**src/rtl/alu_issue.sv**
```systemverilog
// In-order ALU issue block: command FIFO, 8-entry register file and an IDLE/ISSUE/WB sequencer.
// Optional register debug read port is enabled by defining ALU_ISSUE_DBG_EN.
module alu_issue #(
    parameter int N     = 32,
    parameter int DEPTH = 4
) (
    input  logic         clk,
    input  logic         rst_n,
    input  logic         cmd_valid,
    output logic         cmd_ready,
    input  logic [2:0]   cmd_opcode,
    input  logic [2:0]   cmd_rd,
    input  logic [2:0]   cmd_rs1,
    input  logic [2:0]   cmd_rs2,
    input  logic         ld_valid,
    input  logic [2:0]   ld_addr,
    input  logic [N-1:0] ld_data,
    output logic [2:0]   alu_opcode,
    output logic [N-1:0] alu_op_a,
    output logic [N-1:0] alu_op_b,
    input  logic [N-1:0] alu_result,
    output logic         wb_valid,
    output logic [2:0]   wb_addr,
    output logic [N-1:0] wb_data,
    output logic         busy
`ifdef ALU_ISSUE_DBG_EN
    ,
    input  logic [2:0]   dbg_addr,
    output logic [N-1:0] dbg_data
`endif
);

    localparam int AW = $clog2(DEPTH);

    typedef struct packed {
        logic [2:0] op;
        logic [2:0] rd;
        logic [2:0] rs1;
        logic [2:0] rs2;
    } cmd_t;

    typedef enum logic [1:0] {
        S_IDLE,
        S_ISSUE,
        S_WB
    } state_t;

    cmd_t          r_fifo [DEPTH];
    logic [AW-1:0] r_wptr;
    logic [AW-1:0] r_rptr;
    logic [AW:0]   r_count;
    state_t        r_state;
    logic [2:0]    r_rd;
    logic [N-1:0]  r_rf [8];

    logic w_full;
    logic w_empty;
    logic w_push;
    logic w_pop;
    cmd_t w_head;

    assign w_full    = (r_count == (AW+1)'(DEPTH));
    assign w_empty   = (r_count == '0);
    assign w_push    = cmd_valid && !w_full;
    assign w_pop     = !w_empty && (r_state != S_ISSUE);
    assign w_head    = r_fifo[r_rptr];
    assign cmd_ready = !w_full;
    assign busy      = (r_state != S_IDLE) || !w_empty;

`ifdef ALU_ISSUE_DBG_EN
    assign dbg_data = r_rf[dbg_addr];
`endif

    // Entry storage needs no reset: occupancy alone decides validity.
    always_ff @(posedge clk) begin
        if (w_push) begin
            r_fifo[r_wptr] <= '{cmd_opcode, cmd_rd, cmd_rs1, cmd_rs2};
        end
    end

    always_ff @(posedge clk or negedge rst_n) begin
        if (!rst_n) begin
            r_wptr  <= '0;
            r_rptr  <= '0;
            r_count <= '0;
        end else begin
            if (w_push) r_wptr <= r_wptr + AW'(1);
            if (w_pop)  r_rptr <= r_rptr + AW'(1);
            unique case ({w_push, w_pop})
                2'b10:   r_count <= r_count + (AW+1)'(1);
                2'b01:   r_count <= r_count - (AW+1)'(1);
                default: r_count <= r_count;
            endcase
        end
    end

    always_ff @(posedge clk or negedge rst_n) begin
        if (!rst_n) begin
            r_state    <= S_IDLE;
            r_rd       <= '0;
            alu_opcode <= '0;
            alu_op_a   <= '0;
            alu_op_b   <= '0;
            wb_valid   <= 1'b0;
            wb_addr    <= '0;
            wb_data    <= '0;
            for (int i = 0; i < 8; i++) r_rf[i] <= '0;
        end else begin
            wb_valid <= 1'b0;
            if (ld_valid) r_rf[ld_addr] <= ld_data;
            // Writeback is assigned after the load so it wins a same-address collision.
            case (r_state)
                S_IDLE, S_WB: begin
                    if (!w_empty) begin
                        r_state    <= S_ISSUE;
                        r_rd       <= w_head.rd;
                        alu_opcode <= w_head.op;
                        alu_op_a   <= r_rf[w_head.rs1];
                        alu_op_b   <= r_rf[w_head.rs2];
                    end else begin
                        r_state <= S_IDLE;
                    end
                end
                S_ISSUE: begin
                    r_rf[r_rd] <= alu_result;
                    wb_valid   <= 1'b1;
                    wb_addr    <= r_rd;
                    wb_data    <= alu_result;
                    r_state    <= S_WB;
                end
                default: r_state <= S_IDLE;
            endcase
        end
    end

endmodule
```
**config.mk**
```make
export PLATFORM = sky130hd
export DESIGN_NAME = alu_issue
export DESIGN_NICKNAME = d
export VERILOG_FILES = /design/src/rtl/alu_issue.sv
export SDC_FILE = /design/constraint.sdc
export NUM_CORES = 1
export LEC_CHECK = 0
export CORE_MARGIN = 5
export CORE_UTILIZATION = 56
export DETAILED_ROUTE_END_ITERATION = 8
export HOLD_SLACK_MARGIN = 0.02
export MAX_ROUTING_LAYER = met4
export PLACE_DENSITY_LB_ADDON = 0.25
export SYNTH_ARGS = -nofsm -noshare
export SYNTH_HDL_FRONTEND = slang
export SYNTH_SLANG_ARGS = --single-unit
```
**constraint.sdc**
```tcl
create_clock -name clk -period 3.57 [get_ports clk]
set_clock_uncertainty 0.15 [all_clocks]
set_input_delay 0.714 -clock clk [delete_from_list [all_inputs] [get_ports clk]]
set_output_delay 0.714 -clock clk [all_outputs]
set_load 0.05 [all_outputs]
```
# ---- After elaboration in Yosys (flattened, before gate mapping)
# Memory sizes are Yosys's and may differ from the RTL's.
# Cells that the tools add are included.
dict set report totals {
  elab_cells 74
  in_bits 83
  memories 1
  out_inout_bits 105
  register_bits 371
  ram_bits 48
}
dict set report classes {
  add_sub_neg 4
  eq_ne 6
  n_bitwise 5
  reduce_logical 13
  magnitude_cmp 6
  n_mux 20
}
# memory depth width read_ports rd_ports_with_merged_regs wr line_no
set memory_table {}
lappend memory_table {r_fifo 4 12 1 0 1 48} ;# cmd_t r_fifo [DEPTH];
# cell n
set ops {}
lappend ops {{$bwmux W256} 2}
lappend ops {{$mux W256} 2}
lappend ops {{$bmux W32 S3} 2}
lappend ops {{$demux W32 S3} 2}
lappend ops {{$mux W32} 6}
lappend ops {{$ge A4 B4 Y1 const B} 4}
lappend ops {{$not A3 Y4} 4}
lappend ops {{$lt A4 B1 Y1 const B} 2}
lappend ops {{$pmux W3 S2} 1}
lappend ops {{$add A2 B1 Y2 const B} 2}
lappend ops {{$eq A2 B1 Y1 const B} 2}
lappend ops {{$eq A2 B2 Y1 const B} 2}
lappend ops {{$logic_and A1 B1 Y1} 4}
lappend ops {{$mux W1} 4}
lappend ops {{$pmux W2 S2} 1}
lappend ops {{$reduce_bool A2 Y1} 2}
lappend ops {{$add A3 B1 Y3 const B} 1}
lappend ops {{$eq A3 B3 Y1 const B} 1}
lappend ops {{$logic_not A3 Y1} 1}
lappend ops {{$sub A3 B1 Y3 const B} 1}
lappend ops {{$logic_not A1 Y1} 2}
lappend ops {{$logic_not A2 Y1} 1}
lappend ops {{$ne A2 B1 Y1 const B} 1}
lappend ops {{$reduce_and A2 Y1} 1}
lappend ops {{other kinds (3)} 3}

# ---- Longest topological paths before layout
dict set report logic_depth {
  depth_word 9
  depth_mapped 10
  ltp_nobuf 10
}

# ---- Least setup slack after synthesis
# No wires, ideal clock.
dict set report synth_timing {
  kind {register to register}
  from {register r_count[0]}
  to {register r_count[2]}
  setup_ns 0.079
  path_slack_ns 0.995
  period_less_slack_ns 2.575
  required_time_ns 3.341
  path_stages_with_launch 11
  t_arrival_ns 2.346
  path_cell_list {dfrtp_1 inv_1 nand3_1 and2_1 inv_1 ha_1 inv_1 fa_1 xor2_1 nor2_1 xor2_1}
}
dict set report synth_between {
  elab_chain_len 5
  word_cells_on_any_way 12
  cone_classes {add/sub: 2; eq/ne: 3; mux: 1; reduce/logical: 6}
}
# item line_no
set synth_lines {}
lappend synth_lines {{start: declaration} 51} ;# logic [AW:0] r_count;
lappend synth_lines {{start signal: assignment} 90} ;# 2'b10: r_count <= r_count + (AW+1)'(1);
lappend synth_lines {{start signal: assignment} 91} ;# 2'b01: r_count <= r_count - (AW+1)'(1);
lappend synth_lines {{start signal: assignment} 92} ;# default: r_count <= r_count;
lappend synth_lines {{$eq A3 B3 Y1 *} 62} ;# assign w_full = (r_count == (AW+1)'(DEPTH));
lappend synth_lines {{$logic_not A1 Y1 *} --}
lappend synth_lines {{named net cmd_ready} 10} ;# output logic cmd_ready,
lappend synth_lines {{$logic_and A1 B1 Y1 *} 64} ;# assign w_push = cmd_valid && !w_full;
lappend synth_lines {{$eq A2 B1 Y1 / $eq A2 B2 Y1 (equally long branches)} 89} ;# unique case ({w_push, w_pop})
lappend synth_lines {{$pmux W3 S2 / $reduce_bool A2 Y1 (equally long branches)} --}
# Mark *: on every way through the listed nets, which the timed path passes. The rest lies on a longest branch.
# A chain may end at the register's enable or synchronous reset.

# ---- Worst setup path in the final report
dict set report layout_timing {
  from {register r_count[0]}
  to {output port busy}
}
dict set report layout_between {
  elab_chain_len 3
}
# item line_no
set layout_lines {}
lappend layout_lines {{$logic_not A3 Y1} 63} ;# assign w_empty = (r_count == '0);
lappend layout_lines {{$logic_not A1 Y1} --}
lappend layout_lines {{$logic_or A1 B1 Y1} 68} ;# assign busy = (r_state != S_IDLE) || !w_empty;
lappend layout_lines {{end: declaration} 25} ;# output logic busy
# Every way passes these cells.

==> run summary <==
For this design the static power due to leakage is 11.9 nW. The placeable core area is 39500 µm². The compound-gate portion of the synthesized area is 11.6%.

The post-synthesis cell area is 22300 µm². In this run the core area contains 73 standard-cell rows. The number of synthesized flops with an enable pin came out at 48. The fraction of the mapped netlist area in adder cells came out at less than 1%. The width of the die is approximately 210 µm. 188 I/O pins were placed.

For this block, the routed nets add up to 66.3 mm of wire. The most instantiated flip-flop cell in the synthesis netlist is sky130_fd_sc_hd__dfrtp_1. The launching instance or port of the critical path is r_count[0]$_DFFE_PN0P_. The post-cts resize count came out at 0. The ratio of final minimum period to clock period is between 80% and 90%. STA classifies the critical path endpoint as an output port. In the routed design, unresolved DRC markers number 0. For this run, the detailed router's first-pass iteration total came to 6. Including well taps, the total number of placed cells is ~2700. The maximum fanout encountered on the critical timing path came out at 3. The fraction of layout instances using a drive strength above 1 is under 10%. For the finished layout, the period the worst path requires is roughly 3.1 ns. The TritonCTS clock tree is built.

Ranked by instance count, the synthesized netlist is headed by 513 x sky130_fd_sc_hd__mux2i_1, 387 x sky130_fd_sc_hd__nand2_1, 371 x sky130_fd_sc_hd__dfrtp_1, 154 x sky130_fd_sc_hd__o21ai_1, 134 x sky130_fd_sc_hd__nor2_1. The number of warning messages in the yosys log is 0. The endpoint required time on the critical path came out at 2.71 ns. The maximum buffer depth of the clock tree is 3. The post-synthesis to final-layout area growth is 16.3%. The register clock-pin slew on the reported worst setup and hold paths came out at around 0.060 ns. The starting utilization of the core area came out at 56.4%.

The final-report max-slew violation count came out at 0. By area the synthesized netlist is led by sky130_fd_sc_hd__dfrtp_1 42%, sky130_fd_sc_hd__mux2i_1 23%, sky130_fd_sc_hd__nand2_1 6.5%. The number of nets produced by synthesis came out at about 2300. The slowest cell on the critical path is sky130_fd_sc_hd__clkdlybuf4s50_1.

By instance count, the leading cell after synthesis is sky130_fd_sc_hd__mux2i_1. By area, the combinational part of the netlist is dominated by multiplexers. Across the run, the number of max-cap violations was 0.

Walking the worst path, the cells encountered are nor3_1 -> nand2_1 -> clkdlybuf4s50_1. The number of I/O port buffers is about 190. The sum of buffers and inverters on the critical path came out at 1. Derived from the worst setup path, the maximum achievable clock frequency is between 300 and 400 MHz. For this run, the slowest stage of the critical path takes ~0.73 ns. The critical path depth came out at 3. The tree is rooted in a sky130_fd_sc_hd__clkbuf_16. After routing, the total negative slack on setup checks comes to 0 ns. The critical path data arrival time is around 2.2 ns. The mean instance size in the synthesized netlist came out at 10.2 µm². The number of cells on the worst reg-to-reg path came out at 8. The total grt overflow is 0. After Yosys synthesis, and, or, nand and nor cells account for 9.80% of the synthesized area. The wire length per cell after detailed routing came out at roughly 23 µm. Measured against its own limit, the worst slew margin works out to between 20 and 25%.

The count of distinct cell types in the synthesized netlist came out at between 40 and 50. The share of the synthesized area in the top cell type is around two fifths. The final weighted congestion in routability-driven placement came out at 0.817. The number of design-rule violations left by the first detailed-router iteration is approximately 1500. The critical path is of the register to output port type. At the end of the flow, the number of nets in the layout was 2352. The pin count of the biggest net entering global routing came out at 85. The synthesized design contains ~420 register bits.

The multiplexer area fraction after synthesis came out at between 20% and 30%. Once detail routing completed, the nets flagged for antenna violations numbered 0. The number of instances in the synthesized netlist came out at around 2200. The total routing usage reported by global routing is between 30% and 40%. In this run the worst hold path is classified as register to register. The tree built by TritonCTS fans out to roughly 420 sinks.

The detailed-route via count came out at 17305. The worst-case vdd ir drop is ~640 µV. The finished layout holds around 2800 standard cells, fillers aside. The most critical setup path has its endpoint at busy. The first global-routing pass estimated 103 mm of wire. In the synthesized netlist the async set-or-reset flop fraction comes to around 90%. The setup check on the worst reg-to-reg path leaves a slack of just under 0.7 ns.

The power density of the placed cells is about 1100 nW/µm². The overall die height is 210 µm. The actual transition at the worst max-transition pin came out at about 1.1 ns. The run finished with clean final reports. The number of antenna violations at the first check in global routing came out at 3. The hold violation count in the final report is 0. The type of origin of the critical path is a register. The number of buffers inserted by post-CTS setup repair is 0. The capturing point of the worst reg2reg path is alu_op_b[7]$_DFFE_PN0N_. The final count of negative-setup-slack endpoints came out at 0.

The worst reg2reg path startpoint is r_rptr[0]$_DFFE_PN0P_. The xor and xnor fraction of the mapped netlist area came out at less than 1%. Broken down by cell family, the worst path's largest delay share belongs to buffers and inverters. The HPWL after detailed placement is 39.0 mm. The post-synthesis cell type with the largest combined area is sky130_fd_sc_hd__dfrtp_1. Setup repair after global routing left no endpoint under its margin. The clock latency at the later pin of the worst-skew pair is between 0.5 and 0.6 ns. The floorplan die area is 43900 µm².

The proportion of synthesized chip area in sequential cells came out at between 40% and 50%. The number of global-route vias before repair came to 17566. The count of H-tree levels built during CTS came out at 2. After detailed routing, the number of vias per cell comes to between 6 and 7. The number of buffers created by CTS is 46.
layout by cell type (no fill, tap or decap), types with 3 or more instances in the layout:
master and n:
sky130_fd_sc_hd__a21oi_1 128, sky130_fd_sc_hd__and3_1 4, sky130_fd_sc_hd__buf_12 23, sky130_fd_sc_hd__buf_4 39, sky130_fd_sc_hd__clkbuf_1 13, sky130_fd_sc_hd__clkbuf_16 47, sky130_fd_sc_hd__clkbuf_8 7, sky130_fd_sc_hd__clkdlybuf4s50_1 186
sky130_fd_sc_hd__clkinv_1 3, sky130_fd_sc_hd__clkinv_2 11, sky130_fd_sc_hd__dfrtp_1 371, sky130_fd_sc_hd__edfxtp_1 48, sky130_fd_sc_hd__ha_1 5, sky130_fd_sc_hd__inv_1 7, sky130_fd_sc_hd__mux2i_1 513, sky130_fd_sc_hd__mux4_1 6
sky130_fd_sc_hd__mux4_2 4, sky130_fd_sc_hd__nand2_1 384, sky130_fd_sc_hd__nand2_2 3, sky130_fd_sc_hd__nand4b_1 3, sky130_fd_sc_hd__nor2_1 133, sky130_fd_sc_hd__o21ai_0 39, sky130_fd_sc_hd__o21ai_1 154, sky130_fd_sc_hd__o22ai_1 98
sky130_fd_sc_hd__o22ai_2 30, sky130_fd_sc_hd__xnor2_1 3, sky130_fd_sc_hd__xor2_1 3
final cells by class:
| type | instances | area [µm²] |
|---|---|---|
| repair buffers | 250 | 2640 |
| clock buffers | 67 | 1320 |
| well taps | 525 | 657 |
| fillers | 3043 | 13600 |
| clock inverters | 17 | 135 |
| multi-input cells | 1537 | 10400 |
| inverters | 9 | 33.8 |
| flip-flops and latches | 419 | 10700 |
| diodes | 2 | 5.00 |
power by group:
part	leakage, nW	internal (mW)	switching (mW)
logic	6.30	5.72	8.91
clock network	0.725	2.71	1.94
registers	4.87	7.09	1.71
total	11.9	15.5	12.6
repair_timing:
| action | CTS | global route |
|---|---|---|
| endpoints found under the hold margin | 35 | 0 |
| endpoints found under the setup margin | 0 | 0 |
| hold buffers | 1 | 0 |
routing by layer:
| metal | routed length (µm) | vias to the layer above | GRT usage (%) | part of all wire (%) |
|---|---|---|---|---|
| met2 | 31200 | 821 | 47.2 | 47 |
| met5 | 0 | - | - | 0 |
| met4 | 1960 | 0 | 10.0 | 3.0 |
| met3 | 5560 | 159 | 5.90 | 8.4 |
| met1 | 27600 | 8511 | 41.1 | 42 |
| li1 | - | 7814 | - | - |
cells by family (layout without fill, tap and decap cells):
logic type | count (synthesis) | in the layout
AO/OA/AOI/OAI | 449 | 449
flip-flops | 419 | 419
multiplexers | 525 | 525
buffers and inverters | 235 | 343
adder cells (fa/ha/maj) | 6 | 6
AND/OR/NAND/NOR | 551 | 551
XOR/XNOR | 6 | 6
other | 0 | 2
metrics by stage:
step	hold slack (ns)	total power, mW	instance area [µm²]	setup WS (ns)	utilization (%)
after CTS	0.325	28.0	25900	0.477	65.6
after detailed placement	0.312	23.3	24500	0.720	61.9
after global routing	0.335	29.6	25900	0.445	65.6
after floorplan	0.268	19.1	22300	0.995	-
after global placement	0.307	22.8	24500	0.779	61.9
final	0.323	28.1	25900	0.507	65.6
state kept, by name, indices dropped and copies added (netlist names):
register and count:
alu_op_a 32, alu_op_b 32, alu_opcode 3, r_count 3
r_fifo 48, r_rd 3, r_rf 256, r_rptr 2
r_state 2, r_wptr 2, wb_addr 3, wb_data 32
wb_valid 1
worst min-delay path, delay by kind of cell (launching register included):
| family | cells | cell delay (ns) |
|---|---|---|
| DFF | 1 | 0.34 |
| and+or+nand+nor | 2 | 0.10 |
how the worst min path moves through the flow:
| stage | start | endpoint | slack [ns] | cells after the start |
|---|---|---|---|---|
| after global routing | wb_data[5]$_DFFE_PN0N_ | wb_data[5]$_DFFE_PN0N_ | 0.33 | 2 |
| final | wb_data[5]$_DFFE_PN0N_ | wb_data[5]$_DFFE_PN0N_ | 0.32 | 2 |
| after global placement | wb_data[4]$_DFFE_PN0N_ | wb_data[4]$_DFFE_PN0N_ | 0.31 | 2 |
| after CTS | wb_data[5]$_DFFE_PN0N_ | wb_data[5]$_DFFE_PN0N_ | 0.33 | 2 |
| after floorplan | rst_n | alu_op_a[0]$_DFFE_PN0N_ | 0.27 | 0 |
| after detailed placement | wb_data[5]$_DFFE_PN0N_ | wb_data[5]$_DFFE_PN0N_ | 0.31 | 2 |
Power figures use the tool's default switching activity.
